File: src/rtl/stream_upsizer_pkg.sv
// rtl/stream_upsizer_pkg.sv - width, counter and slot-placement helpers for stream_upsizer
package stream_upsizer_pkg;

  // Number of narrow beats that make up one wide word.
  function automatic int calc_ratio(input int in_width, input int out_width);
    return out_width / in_width;
  endfunction

  // Width of the beat counter; never narrower than one bit.
  function automatic int cnt_width(input int ratio);
    return (ratio < 2) ? 1 : $clog2(ratio);
  endfunction

  // The output must be a whole multiple of the input, at least two beats wide.
  function automatic bit widths_legal(input int in_width, input int out_width);
    return (in_width > 0) && (out_width > 0) &&
           ((out_width % in_width) == 0) && ((out_width / in_width) >= 2);
  endfunction

  // Bit offset of the slot receiving beat k of a word.
  function automatic int slot_lsb(input int k, input bit msw_first,
                                  input int ratio, input int in_width);
    return msw_first ? (ratio - 1 - k) * in_width : k * in_width;
  endfunction

endpackage

File: src/rtl/stream_out_reg.sv
// rtl/stream_out_reg.sv - single-entry output holding register with valid/ready drain
module stream_out_reg
  import stream_upsizer_pkg::*;
#(
  parameter int WIDTH = 128
) (
  input  logic             clk,
  input  logic             reset_n,
  input  logic             i_load,
  input  logic [WIDTH-1:0] i_data,
  input  logic             i_ready,
  output logic [WIDTH-1:0] o_data,
  output logic             o_valid
);

  // Load a completed word (takes priority over drain); otherwise drop valid once consumed.
  always_ff @(posedge clk) begin
    if (!reset_n) begin
      o_data  <= '0;
      o_valid <= 1'b0;
    end else if (i_load) begin
      o_data  <= i_data;
      o_valid <= 1'b1;
    end else if (o_valid && i_ready) begin
      o_valid <= 1'b0;
    end
  end

endmodule

File: src/rtl/stream_upsizer.sv
// rtl/stream_upsizer.sv - narrow-to-wide stream packer; STREAM_UPSIZER_LAST_EN adds frame flush
module stream_upsizer
  import stream_upsizer_pkg::*;
#(
  parameter int IN_WIDTH  = 32,
  parameter int OUT_WIDTH = 128,
  parameter bit MSW_FIRST = 1'b1
) (
  input  logic                            clk,
  input  logic                            reset_n,
  input  logic [IN_WIDTH-1:0]             s_data,
  input  logic                            s_valid,
  output logic                            s_ready,
  output logic [OUT_WIDTH-1:0]            m_data,
  output logic                            m_valid,
  input  logic                            m_ready
`ifdef STREAM_UPSIZER_LAST_EN
  ,
  input  logic                            s_last,
  output logic [OUT_WIDTH/IN_WIDTH-1:0]   m_keep,
  output logic                            m_last
`endif
);

  localparam int RATIO = calc_ratio(IN_WIDTH, OUT_WIDTH);
  localparam int CW    = cnt_width(RATIO);
  localparam logic [CW-1:0] LAST_CNT = CW'(RATIO - 1);
`ifdef STREAM_UPSIZER_LAST_EN
  localparam int PAY_W = OUT_WIDTH + RATIO + 1;
`else
  localparam int PAY_W = OUT_WIDTH;
`endif

  if (!widths_legal(IN_WIDTH, OUT_WIDTH)) begin : g_width_check
    $error("stream_upsizer: OUT_WIDTH must be a multiple of IN_WIDTH with ratio >= 2");
  end

  logic [CW-1:0]        r_cnt;
  logic                 w_close;
  logic                 w_beat;
  logic                 w_done;
  logic [OUT_WIDTH-1:0] w_word;
  logic [PAY_W-1:0]     w_pay_d;
  logic [PAY_W-1:0]     w_pay_q;
`ifdef STREAM_UPSIZER_LAST_EN
  logic [RATIO-1:0]     w_keep;

  assign w_close = (r_cnt == LAST_CNT) || s_last;
`else
  assign w_close = (r_cnt == LAST_CNT);
`endif

  // A closing beat may only enter when the holding register is free or draining.
  assign s_ready = reset_n && !(w_close && m_valid && !m_ready);
  assign w_beat  = s_valid && s_ready;
  assign w_done  = w_beat && w_close;

  // Per-slot storage and word assembly: current beat goes to slot cnt,
  // earlier slots come from the accumulator, later slots read as zero.
  for (genvar k = 0; k < RATIO; k++) begin : g_slot
    localparam int LSB = slot_lsb(k, MSW_FIRST, RATIO, IN_WIDTH);
    localparam logic [CW-1:0] K = CW'(k);
    logic [IN_WIDTH-1:0] w_prev;

    if (k < RATIO - 1) begin : g_acc
      logic [IN_WIDTH-1:0] r_slot;

      // Capture beat k while the word is still open; stale contents are simply overwritten.
      always_ff @(posedge clk) begin
        if (w_beat && !w_done && (r_cnt == K)) begin
          r_slot <= s_data;
        end
      end

      assign w_prev = r_slot;
    end else begin : g_tail
      assign w_prev = '0;
    end

    assign w_word[LSB +: IN_WIDTH] = (K == r_cnt) ? s_data :
                                     ((K < r_cnt) ? w_prev : '0);
`ifdef STREAM_UPSIZER_LAST_EN
    assign w_keep[LSB / IN_WIDTH] = (K <= r_cnt);
`endif
  end

  // Beat counter: advance on every accepted beat, restart when a word is emitted.
  always_ff @(posedge clk) begin
    if (!reset_n) begin
      r_cnt <= '0;
    end else if (w_done) begin
      r_cnt <= '0;
    end else if (w_beat) begin
      r_cnt <= r_cnt + 1'b1;
    end
  end

`ifdef STREAM_UPSIZER_LAST_EN
  assign w_pay_d = {w_keep, s_last, w_word};
  assign {m_keep, m_last, m_data} = w_pay_q;
`else
  assign w_pay_d = w_word;
  assign m_data  = w_pay_q;
`endif

  stream_out_reg #(
    .WIDTH(PAY_W)
  ) u_out_reg (
    .clk     (clk),
    .reset_n (reset_n),
    .i_load  (w_done),
    .i_data  (w_pay_d),
    .i_ready (m_ready),
    .o_data  (w_pay_q),
    .o_valid (m_valid)
  );

endmodule
File: config.mk
export PLATFORM = sky130hd
export DESIGN_NAME = stream_upsizer
export DESIGN_NICKNAME = d
export VERILOG_FILES = /design/src/rtl/stream_upsizer_pkg.sv /design/src/rtl/stream_out_reg.sv /design/src/rtl/stream_upsizer.sv
export SDC_FILE = /design/constraint.sdc
export NUM_CORES = 1
export LEC_CHECK = 0
export BUFFER_PORTS_ARGS = -buffer_cell sky130_fd_sc_hd__clkbuf_2
export CAP_MARGIN = 0
export CORE_MARGIN = 2
export CORE_UTILIZATION = 49
export CTS_CLUSTER_SIZE = 14
export DETAILED_ROUTE_END_ITERATION = 10
export PLACE_DENSITY = 0.76
export SETUP_SLACK_MARGIN = 0.15
export SLEW_MARGIN = 20
export SYNTH_ARGS = -nofsm -noshare
export SYNTH_HDL_FRONTEND = slang
export SYNTH_SLANG_ARGS = --single-unit
File: constraint.sdc
create_clock -name clk -period 2.46 [get_ports clk]
set_clock_uncertainty 0.1 [all_clocks]
set_input_delay 0.369 -clock clk [delete_from_list [all_inputs] [get_ports clk]]
set_output_delay 0.369 -clock clk [all_outputs]
set_load 0.05 [all_outputs]
==> flow_metrics.tcl, run 1 <==
set metrics [dict create \
    num_antenna_cells 0 \
    antenna_found_initial 0 \
    p_leak_uw 0.00412 \
    route.vias.total 6368 \
    insertion_delay_ns 0.50 \
    cts_buffer_depth 3 \
    drv_slew 0 \
    cts_made_buffers 23 \
    netlist_area_um2 8530 \
    grtUsageMet3_pct 3.06 \
    syn_inst 707 \
    setup_viol 0 \
    fin_nets 891 \
    grt.total_usage_pct 23.0 \
    min_path_type "input pin to register" \
    cp-endpoint "s_ready" \
    maxCapViolCount 0 \
    maxSlewHeadroom_pct 39.4 \
    grt_use_met1_pct 32.2 \
    ios 166 \
    syn_avg_cell_area_um2 12.1 \
    grt_use_met2_pct 37.7 \
    drt_iter0_drc 539 \
    grt_pass1_wl_um 33600 \
    wl_per_cell_um 19.7 \
    synthAdderAreaFrac_pct 0.587 \
    final.period_utilization_pct 89.2 \
    ir_drop_v 0.000425 \
    path_max_fanout 7 \
    crit_type "register to primary output" \
    grt_busiest_layer "met2" \
    r2r_end "g_slot[0].g_acc.r_slot[17]" \
    endpoint_kind "primary output" \
    hold_violations 0 \
    core_um2 17200 \
    r2r-start "r_cnt[1]" \
    die_h_um 136 \
    vias_per_cell 5.83 \
    final_cells 1093 \
    max_freq_ghz 0.456 \
    startpoint_type "register" \
    totalWireLength_um 21600 \
    yosysSeqAreaShare_pct 64.6 \
    cts-root-buf "clkbuf_16" \
    placement_rows 48 \
    max_stage_delay_ns 0.36 \
    synthSimpleGateAreaFrac_pct 5.90 \
    crit_family "flip-flops" \
    ys_ff_latch 227 \
    whs_path_depth 1 \
    synthMuxAreaShare_pct 7.51 \
    period_needed_ns 2.19 \
    ys_types 25 \
    powerDensity_nw_per_um2 762 \
    crit_chain "ha_1 > a21boi_1 > clkbuf_2" \
    start_util_pct 49.7 \
    die-area_um2 18500 \
    place_hpwl_um 13700 \
    crit_cells 3 \
    die_w_um 136 \
    cts_hold_buffers 0 \
    grt_pass1_vias 6142 \
    synth_top_family_by_area "compound AO/OA/AOI/OAI gates" \
    synth_compound_area_share_pct 17.3 \
    syn_nets 747 \
    gp_congestion 0.759 \
    rr_worst_depth 4 \
    grt_max_degree 87 \
    dr.pass1.iters 5 \
    worst-r2r-setup-slack_ns 0.41 \
    multi_input_area_um2 2710 \
    fin_tns_setup_ns 0 \
    port_buffers 165 \
    nFillCells 1422 \
    dpl.cell_count 1051 \
    layout.area.seq_um2 5510 \
    drc_errors 0 \
    area_growth_pct 21.0 \
    hold_slack_ns 0.0703 \
    post_cts_buffers 0 \
    cts_resized 0 \
    drive_gt1_share_pct 27.2 \
    arrival_ns 1.72 \
    synth_warnings 0 \
    cp_slowest_cell "dfxtp_1" \
    startpoint "r_cnt[1]" \
    clk_pin_slew_ns 0.06 \
    h-tree-depth 1 \
    tightest_slew_ns 0.909 \
    synthXorXnorAreaFrac_pct 0 \
    utilization_pct 60.1 \
    grt.overflow.total 0 \
    critical_path_buf_inv_count 1 \
    cts.sinks 227 \
    cts_tree "built" \
    rsz0062_at_grt "no" \
    required_ns 1.99 \
    antenna_left 0 \
    status "finished clean" \
]
[report_power, final]
part / switching (µW) / internal, µW
sequential: 22.8 / 3990
combinational: 350 / 168
clock: 1380 / 1950
total: 1760 / 6110
[per-stage QoR]
stage / area (µm²) / power, µW / setup WS (ns)
after floorplan: 8530 / 4410 / 0.192
after global placement: 9590 / 4610 / 0.520
after detailed placement: 9590 / 4620 / 0.472
after CTS: 10300 / 7930 / 0.250
after global routing: 10300 / 8110 / 0.217
final: 10300 / 7870 / 0.267
[cells in the final DEF (no fill, tap or decap)]
master and count:
a21boi_0 2, a21boi_1 1, a21oi_1 3, a22oi_1 62, and3_2 4, and3b_1 2
buf_12 7, buf_4 16, bufinv_16 1, clkbuf_1 4, clkbuf_16 23, clkbuf_2 164
clkbuf_8 4, clkinv_1 3, clkinv_2 4, clkinv_4 1, clkinvlp_4 1, dfxtp_1 131
edfxtp_1 96, ha_1 1, ha_2 3, inv_1 2, inv_6 1, mux2i_1 64
nand2_1 65, nand2_4 1, nand2b_2 1, nand3_1 33, nand3_2 1, nor2_2 1
nor2b_1 1, nor2b_4 3, o211ai_1 64, o21ai_0 94, o21ai_1 4
[per-layer routing]
| metal | part of all wire [%] | vias to the layer above |
|---|---|---|
| met1 | 43 | 3096 |
| met5 | 0 | - |
| met2 | 48 | 298 |
| met4 | 1.9 | 0 |
| met3 | 7.2 | 34 |
| li1 | - | 2940 |
[cell type report]
type	instances	area share, %
tap	225	2.73
timing repair buffer	187	10.5
clock buffer	31	6.26
sequential	227	53.3
multi-input combinational	410	26.3
inverter	2	0.0727
clock inverter	11	0.837
[flip-flops by register name, indices dropped and copies added (netlist names)]
| name | flops |
|---|---|
| u_out_reg.o_valid | 1 |
| r_cnt | 2 |
| u_out_reg.o_data | 128 |
| g_slot.g_acc.r_slot | 96 |
[cells by family (layout without fill, tap and decap cells)]
family,after synthesis,in the layout
AO/OA/AOI/OAI,230,230
flip-flops,227,227
AND/OR/NAND/NOR,112,112
buffers and inverters,70,231
multiplexers,64,64
adder cells (fa/ha/maj),4,4
[cell usage after synthesis (all sizes together)]
library cell / n / area share (%)
o211ai: 64 / 5.6
a21boi: 3 / 0.26
o21ai: 98 / 5.8
ha: 4 / 0.59
nand3: 34 / 2.0
a22oi: 62 / 5.5
and3: 4 / 0.29
mux2i: 64 / 7.5
inv: 2 / 0.088
nor2: 1 / 0.044
edfxtp: 96 / 34
dfxtp: 131 / 31
clkbuf: 42 / 1.8
nand2: 66 / 3.0
nand2b: 1 / 0.073
nor2b: 4 / 0.29
and3b: 2 / 0.21
buf: 26 / 2.2
a21oi: 3 / 0.18
[worst register-to-register path, stage by stage (launching register included)]
cell and delay, ns:
dfxtp_1 0.36, ha_1 0.27, nor2b_1 0.34, and3_2 0.41, buf_12 0.24
[how the worst min path moves through the flow]
stage,slack (ns),startpoint,to
final,0.07,s_data[1],g_slot[0].g_acc.r_slot[1]
after global routing,0.06,s_data[31],g_slot[1].g_acc.r_slot[31]
after CTS,0.05,s_data[31],g_slot[2].g_acc.r_slot[31]
after detailed placement,0.35,u_out_reg.o_data[22],u_out_reg.o_data[22]
after global placement,0.35,u_out_reg.o_data[26],u_out_reg.o_data[26]
after floorplan,0.36,r_cnt[0],r_cnt[0]
Note: power is estimated with default switching activity, not from simulation.
==> run 2: changes to the inputs <==
--- a/config.mk
+++ b/config.mk
@@ -12,6 +12,7 @@
 export CTS_CLUSTER_SIZE = 14
 export DETAILED_ROUTE_END_ITERATION = 10
 export PLACE_DENSITY = 0.76
+export REMOVE_ABC_BUFFERS = 1
 export SETUP_SLACK_MARGIN = 0.15
 export SLEW_MARGIN = 20
 export SYNTH_ARGS = -nofsm -noshare
==> constraint.sdc (replaced) <==
create_clock -name clk -period 2.46 [get_ports clk]
set_clock_uncertainty 0.1 [all_clocks]
set_input_delay 0.492 -clock clk [delete_from_list [all_inputs] [get_ports clk]]
set_output_delay 0.492 -clock clk [all_outputs]
set_load 0.05 [all_outputs]
==> run 2 against run 1 <==
  * Flip-flop and latch count did not move
  * First-iteration DRC count fell by 27%
  * Hold slack improved by 0.097 ns
  * Fmax rose by 0.80%
  * Non-clock buffer count rose by 6
  * Die area did not move
  * Sequential power barely moved
  * Global-route usage barely moved
  * Setup slack improved by 0.017 ns
  * Critical endpoint unchanged
  * Count of clock-buffer cells in the layout fell by 2
==> flow_metrics.tcl, run 2 (synthesized netlist as in run 1, its figures left out) <==
set metrics [dict create \
    drive_gt1_share_pct 27.8 \
    drc_errors 0 \
    final_common_cell "clkbuf_2" \
    dp_slack_ns 0.428 \
    insertion_delay_ns 0.50 \
    crit_chain "ha_2 > a21boi_0 > clkbuf_4" \
    antenna_found_initial 0 \
    max_freq_ghz 0.460 \
    status "finished clean" \
    arrival_ns 1.58 \
    cts_tree "built" \
    drv_slew 0 \
    path_max_fanout 7 \
    period_needed_ns 2.18 \
    hold_slack_ns 0.167 \
    crit_type "register to primary output" \
    cp_slowest_cell "dfxtp_1" \
    area_growth_pct 21.4 \
    die_h_um 136 \
    grt.total_usage_pct 23.1 \
    placed_cell_area_um2 9600 \
    grt_pass1_vias 5966 \
    critical_path_buf_inv_count 1 \
    p_leak_uw 0.00415 \
    cts_buffer_depth 3 \
    rsz0062_at_grt "no" \
    vias_per_cell 5.68 \
    worstHoldStart "s_data[22]" \
    route.vias.total 6234 \
    totalWireLength_um 21400 \
    maxSlewHeadroom_pct 49.1 \
    core_um2 17200 \
    reg_top3 "u_out_reg.o_data x128, g_slot.g_acc.r_slot x96, r_cnt x2" \
    startpoint "r_cnt[1]" \
    grt.overflow.total 0 \
    final.period_utilization_pct 88.5 \
    wl_per_cell_um 19.5 \
    start_util_pct 49.7 \
    clk_pin_slew_ns 0.06 \
    grt_pass1_wl_um 33400 \
    required_ns 1.87 \
    cts_hold_buffers 0 \
    crit_family "flip-flops" \
    num_antenna_cells 0 \
    ios 166 \
    h-tree-depth 1 \
    power_uw 8010 \
    die_w_um 136 \
    maxCapViolCount 0 \
    place_hpwl_um 13100 \
    cts_made_buffers 23 \
    ir_drop_v 0.000584 \
    endpoint_kind "primary output" \
    min_path_type "input pin to register" \
    startpoint_type "register" \
    setup_viol 0 \
    drt_iter0_drc 395 \
    r2r-start "r_cnt[1]" \
    largest_register_ffs 128 \
    layout_common_cells "clkbuf_2, dfxtp_1, edfxtp_1" \
    tightest_slew_ns 0.764 \
    max_stage_delay_ns 0.36 \
    powerDensity_nw_per_um2 773 \
    antenna_left 0 \
    final_area_um2 10400 \
    setup_ws_ns 0.284 \
    top_register "u_out_reg.o_data" \
    dr.pass1.iters 5 \
    gp_congestion 0.739 \
    cts-root-buf "clkbuf_16" \
    cts.sinks 227 \
    port_buffers 165 \
    hold_violations 0 \
    die-area_um2 18500 \
    fin_nets 897 \
    grt_max_degree 69 \
    placement_rows 48 \
]
==> run 2: changes by cell type in the layout (fill, tap and decap cells not counted), moves of 2 or more <==
cell / delta
clkbuf_8: -2
bufinv_16: +2
clkinv_2: +3
buf_12: -4
buf_4: +10
==> run 2: path summary, 6_finish.rpt <==
path | endpoint | slack (ns) | depth (start not counted)
worst min register to register | u_out_reg.o_data[4] | 0.35 | 2
worst max register to register | u_out_reg.o_data[65] | 0.48 | 5
worst max-delay path | s_ready | 0.28 | 3
worst min-delay path | g_slot[0].g_acc.r_slot[22] | 0.17 | 1
==> run 2: per-stage QoR <==
stage / utilization (%) / TNS (ns) / cells
CTS: 60.2 / 0 / 1098
global placement: 55.9 / 0 / 1057
floorplan: - / -150.36 / 639
finish: 60.3 / 0 / 1098
detailed placement: 55.9 / 0 / 1057
global route: 60.3 / 0 / 1098
==> run 2: repair_timing <==
action                                  in CTS  in global routing
endpoints found under the setup margin       1                  1
gates cloned                                 0                  0
buffers inserted                             0                  0
gates resized for setup                      1                  1
==> run 2: area by class of cell <==
cell class	instances	area [µm²]
Sequential cell	227	5510
Timing Repair Buffer	193	1080
Inverter	2	7.51
Tap cell	225	282
Clock inverter	12	133
Multi-Input combinational cell	410	2730
Clock buffer	29	618
Fill cell	1408	6830
==> run 2: power breakdown <==
group,total (µW),internal [µW],switching (µW),leakage (µW)
combinational,514,165,348,0.00184
sequential,4020,3990,21.5,0.00193
clock,3480,2090,1390,0.000375
total,8010,6250,1760,0.00415
==> run 2: layer usage <==
metal	up-vias	share of wire (%)	track usage (%)
li1	2954	-	-
met1	3051	43	31.0
met2	204	49	38.9
met3	25	6.7	4.59
met4	0	1.2	4.98
met5	-	0	0
==> run 3: changes to the inputs <==
--- a/config.mk
+++ b/config.mk
@@ -8,13 +8,14 @@
 export BUFFER_PORTS_ARGS = -buffer_cell sky130_fd_sc_hd__clkbuf_2
 export CAP_MARGIN = 0
 export CORE_MARGIN = 2
-export CORE_UTILIZATION = 49
+export CORE_UTILIZATION = 51
 export CTS_CLUSTER_SIZE = 14
 export DETAILED_ROUTE_END_ITERATION = 10
-export PLACE_DENSITY = 0.76
+export PLACE_DENSITY = 0.78
 export REMOVE_ABC_BUFFERS = 1
 export SETUP_SLACK_MARGIN = 0.15
 export SLEW_MARGIN = 20
 export SYNTH_ARGS = -nofsm -noshare
 export SYNTH_HDL_FRONTEND = slang
+export SYNTH_HIERARCHICAL = 1
 export SYNTH_SLANG_ARGS = --single-unit
==> constraint.sdc (replaced) <==
create_clock -name clk -period 2.46 [get_ports clk]
set_clock_uncertainty 0.1 [all_clocks]
set_input_delay 0.246 -clock clk [delete_from_list [all_inputs] [get_ports clk]]
set_output_delay 0.246 -clock clk [all_outputs]
set_load 0.05 [all_outputs]
==> run 3 against run 2 <==
  * Final area up 12%
  * Fmax shrank 0.80%
  * Synthesized area is 12% higher
  * Sequential share of layout area fell by 5.6 points
  * Routed wire length decreased by 4.7%
  * Count of clock-buffer cells in the layout is 3 higher
  * Utilization rose by 2.0 points
  * Hold slack worse by 0.11 ns
  * Synthesized cell count down 2.0%
  * Global-route usage down 2.7 points
  * Via count fell by 5.7%
  * Combinational power is 21% higher
  * Critical endpoint unchanged
  * Largest cell class unchanged
==> flow_metrics.tcl, run 3 <==
set metrics [dict create \
    place_hpwl_um 12300 \
    maxSlewHeadroom_pct 40.9 \
    yosys-top-cells-count "dfxtp_1, nor2b_1, mux2i_1" \
    rsz0062_at_grt "yes" \
    synth_edf_count 96 \
    die-area_um2 19900 \
    totalWireLength_um 20400 \
    startpoint_type "register" \
    maxCapViolCount 0 \
    grt.total_usage_pct 20.3 \
    antenna_left 0 \
    min_path_type "input pin to register" \
    syn_inst 693 \
    antenna_found_initial 0 \
    dr.pass1.iters 4 \
    vias_per_cell 5.19 \
    crit_chain "ha_2 > buf_8 > nand3b_1 > and2_1 > clkbuf_4" \
    yosys_most_used_dff "dfxtp_1" \
    crit_cells 5 \
    route.vias.total 5876 \
    status "finished clean" \
    core_um2 18600 \
    netlist.top_cell.by_area "edfxtp_1" \
    critical_path_buf_inv_count 2 \
    start_util_pct 51.5 \
    hold_violations 0 \
    max_stage_delay_ns 0.38 \
    crit_type "register to primary output" \
    grt_pass1_vias 5872 \
    arrival_ns 1.85 \
    die_h_um 141 \
    cts_made_buffers 24 \
    period_needed_ns 2.19 \
    final_cells 1133 \
    worstHoldStart "reset_n" \
    reg_top3 "u_out_reg/o_data x128, g_slot.g_acc.r_slot x96, r_cnt x2" \
    die_w_um 141 \
    grt_max_degree 103 \
    dpl.cell_count 1055 \
    ios 166 \
    ir_drop_v 0.000607 \
    cts_buffer_depth 3 \
    clk_pin_slew_ns 0.06 \
    insertion_delay_ns 0.51 \
    grt_pass1_wl_um 32400 \
    final.period_utilization_pct 89.2 \
    cts-root-buf "clkbuf_16" \
    path_max_fanout 21 \
    yosysSeqAreaShare_pct 57.5 \
    synth_area_leaders "edfxtp_1, dfxtp_1, mux2i_1" \
    h-tree-depth 1 \
    max_freq_ghz 0.456 \
    hold_slack_ns 0.0584 \
    worst-r2r-setup-slack_ns 0.34 \
    area_growth_pct 21.0 \
    nFillCells 1431 \
    ys_ff_latch 227 \
    p_leak_uw 0.00428 \
    hold_end "r_cnt[0]" \
    synth_most_common_cell "dfxtp_1" \
    drt_iter0_drc 181 \
    netlist_area_um2 9570 \
    crit_family "buffers and inverters" \
    port_buffers 165 \
    whs_path_depth 2 \
    gp_congestion 0.714 \
    setup_viol 0 \
    required_ns 2.11 \
    cts_tree "built" \
    wl_per_cell_um 18.0 \
    synthArstFlopShare_pct 0 \
    power_uw 8330 \
    rr_worst_depth 6 \
    fin_nets 921 \
    layout_common_cells "clkbuf_2, nor2b_1, dfxtp_1" \
    placement_rows 50 \
    cts.sinks 227 \
    syn_avg_cell_area_um2 13.8 \
    top_register "u_out_reg/o_data" \
    num_antenna_cells 0 \
    ys_types 29 \
    post_cts_buffers 0 \
    drive_gt1_share_pct 32.3 \
    startpoint "r_cnt[1]" \
    cp_slowest_cell "dfxtp_2" \
    tightest_slew_ns 0.887 \
    synth_warnings 6 \
    synth_top_area_share_pct 30.1 \
    grt.overflow.total 0 \
    endpoint_kind "primary output" \
    largest_register_ffs 128 \
    powerDensity_nw_per_um2 719 \
    r2r-start "r_cnt[1]" \
    r2r_end "u_out_reg/o_data[64]" \
    drc_errors 0 \
    final_common_cell "clkbuf_2" \
    drv_slew 0 \
]
[run 3: changes by cell type after synthesis, moves of 25 or more]
cell,previous run,this run
nor2b_1,4,130
a22o_2,0,30
nand3_1,34,1
o211ai_1,64,1
nand2_1,65,6
a22o_1,0,32
mux2i_1,64,128
a22oi_1,62,0
mux2_4,0,29
o21ai_0,94,2
clkbuf_1,42,17
and2_1,0,33
[run 3: cell type report]
type / count / area (µm²) / area share [%]
clock inverters: 12 / 129 / 1.11
well taps: 234 / 293 / 2.53
clock buffers: 32 / 693 / 5.99
multi-input cells: 411 / 3570 / 30.9
inverters: 3 / 11.3 / 0.0973
repair buffers: 214 / 1370 / 11.8
flip-flops and latches: 227 / 5510 / 47.6
[run 3: cells by family (layout without fill, tap and decap cells)]
| kind of cell | Yosys count | in the layout | synth area share [%] |
|---|---|---|---|
| AOI/OAI and AO/OA | 68 | 68 | 6.50 |
| adders and majority gates | 4 | 4 | 0.523 |
| buffers and inverters | 55 | 261 | 5.37 |
| DFF | 227 | 227 | 57.5 |
| muxes | 160 | 160 | 18.3 |
| and+or+nand+nor | 179 | 179 | 11.8 |
[run 3: what timing repair did]
item,CTS,global route
setup endpoints to repair,1,5
hold buffers,34,0
pin swaps,0,0
endpoints found under the hold margin,98,0
gates cloned,0,0
gates resized for setup,3,2
[run 3: report_power, final]
part	switching, µW	internal (µW)
Clock	1410	2280
Combinational	314	310
Sequential	18.2	3990
[run 3: worst max-delay path by stage]
stage                     slack [ns]                   end
after floorplan                -8.43   u_out_reg/o_data[0]
after global placement          0.34  u_out_reg/o_data[92]
after detailed placement        0.25  u_out_reg/o_data[76]
after CTS                       0.19               s_ready
after global routing            0.14  u_out_reg/o_data[64]
final                           0.27               s_ready
[run 3: worst reg2reg max path, stage by stage, from the launching register on]
cell	delay, ns
dfxtp_2	0.38
inv_1	0.08
ha_2	0.28
nor2b_4	0.72
a22o_2	0.27
mux2i_1	0.08
nor2b_1	0.14
[run 3: through the flow]
step                TNS (ns)  util (%)  area [µm²]  worst slack, ns
global route               0      62.3       11600            0.136
CTS                        0      62.3       11600            0.186
floorplan           -1119.90         -        9060            -8.43
finish                     0      62.3       11600            0.266
global placement           0      56.0       10400            0.343
detailed placement         0      56.0       10400            0.251
[run 3: metal layers]
metal | vias up | wire, µm | GRT usage [%]
li1 | 2840 | - | -
met1 | 2852 | 9300 | 27.6
met2 | 150 | 9680 | 33.8
met3 | 34 | 984 | 3.91
met4 | 0 | 452 | 5.47
met5 | - | 0 | 0
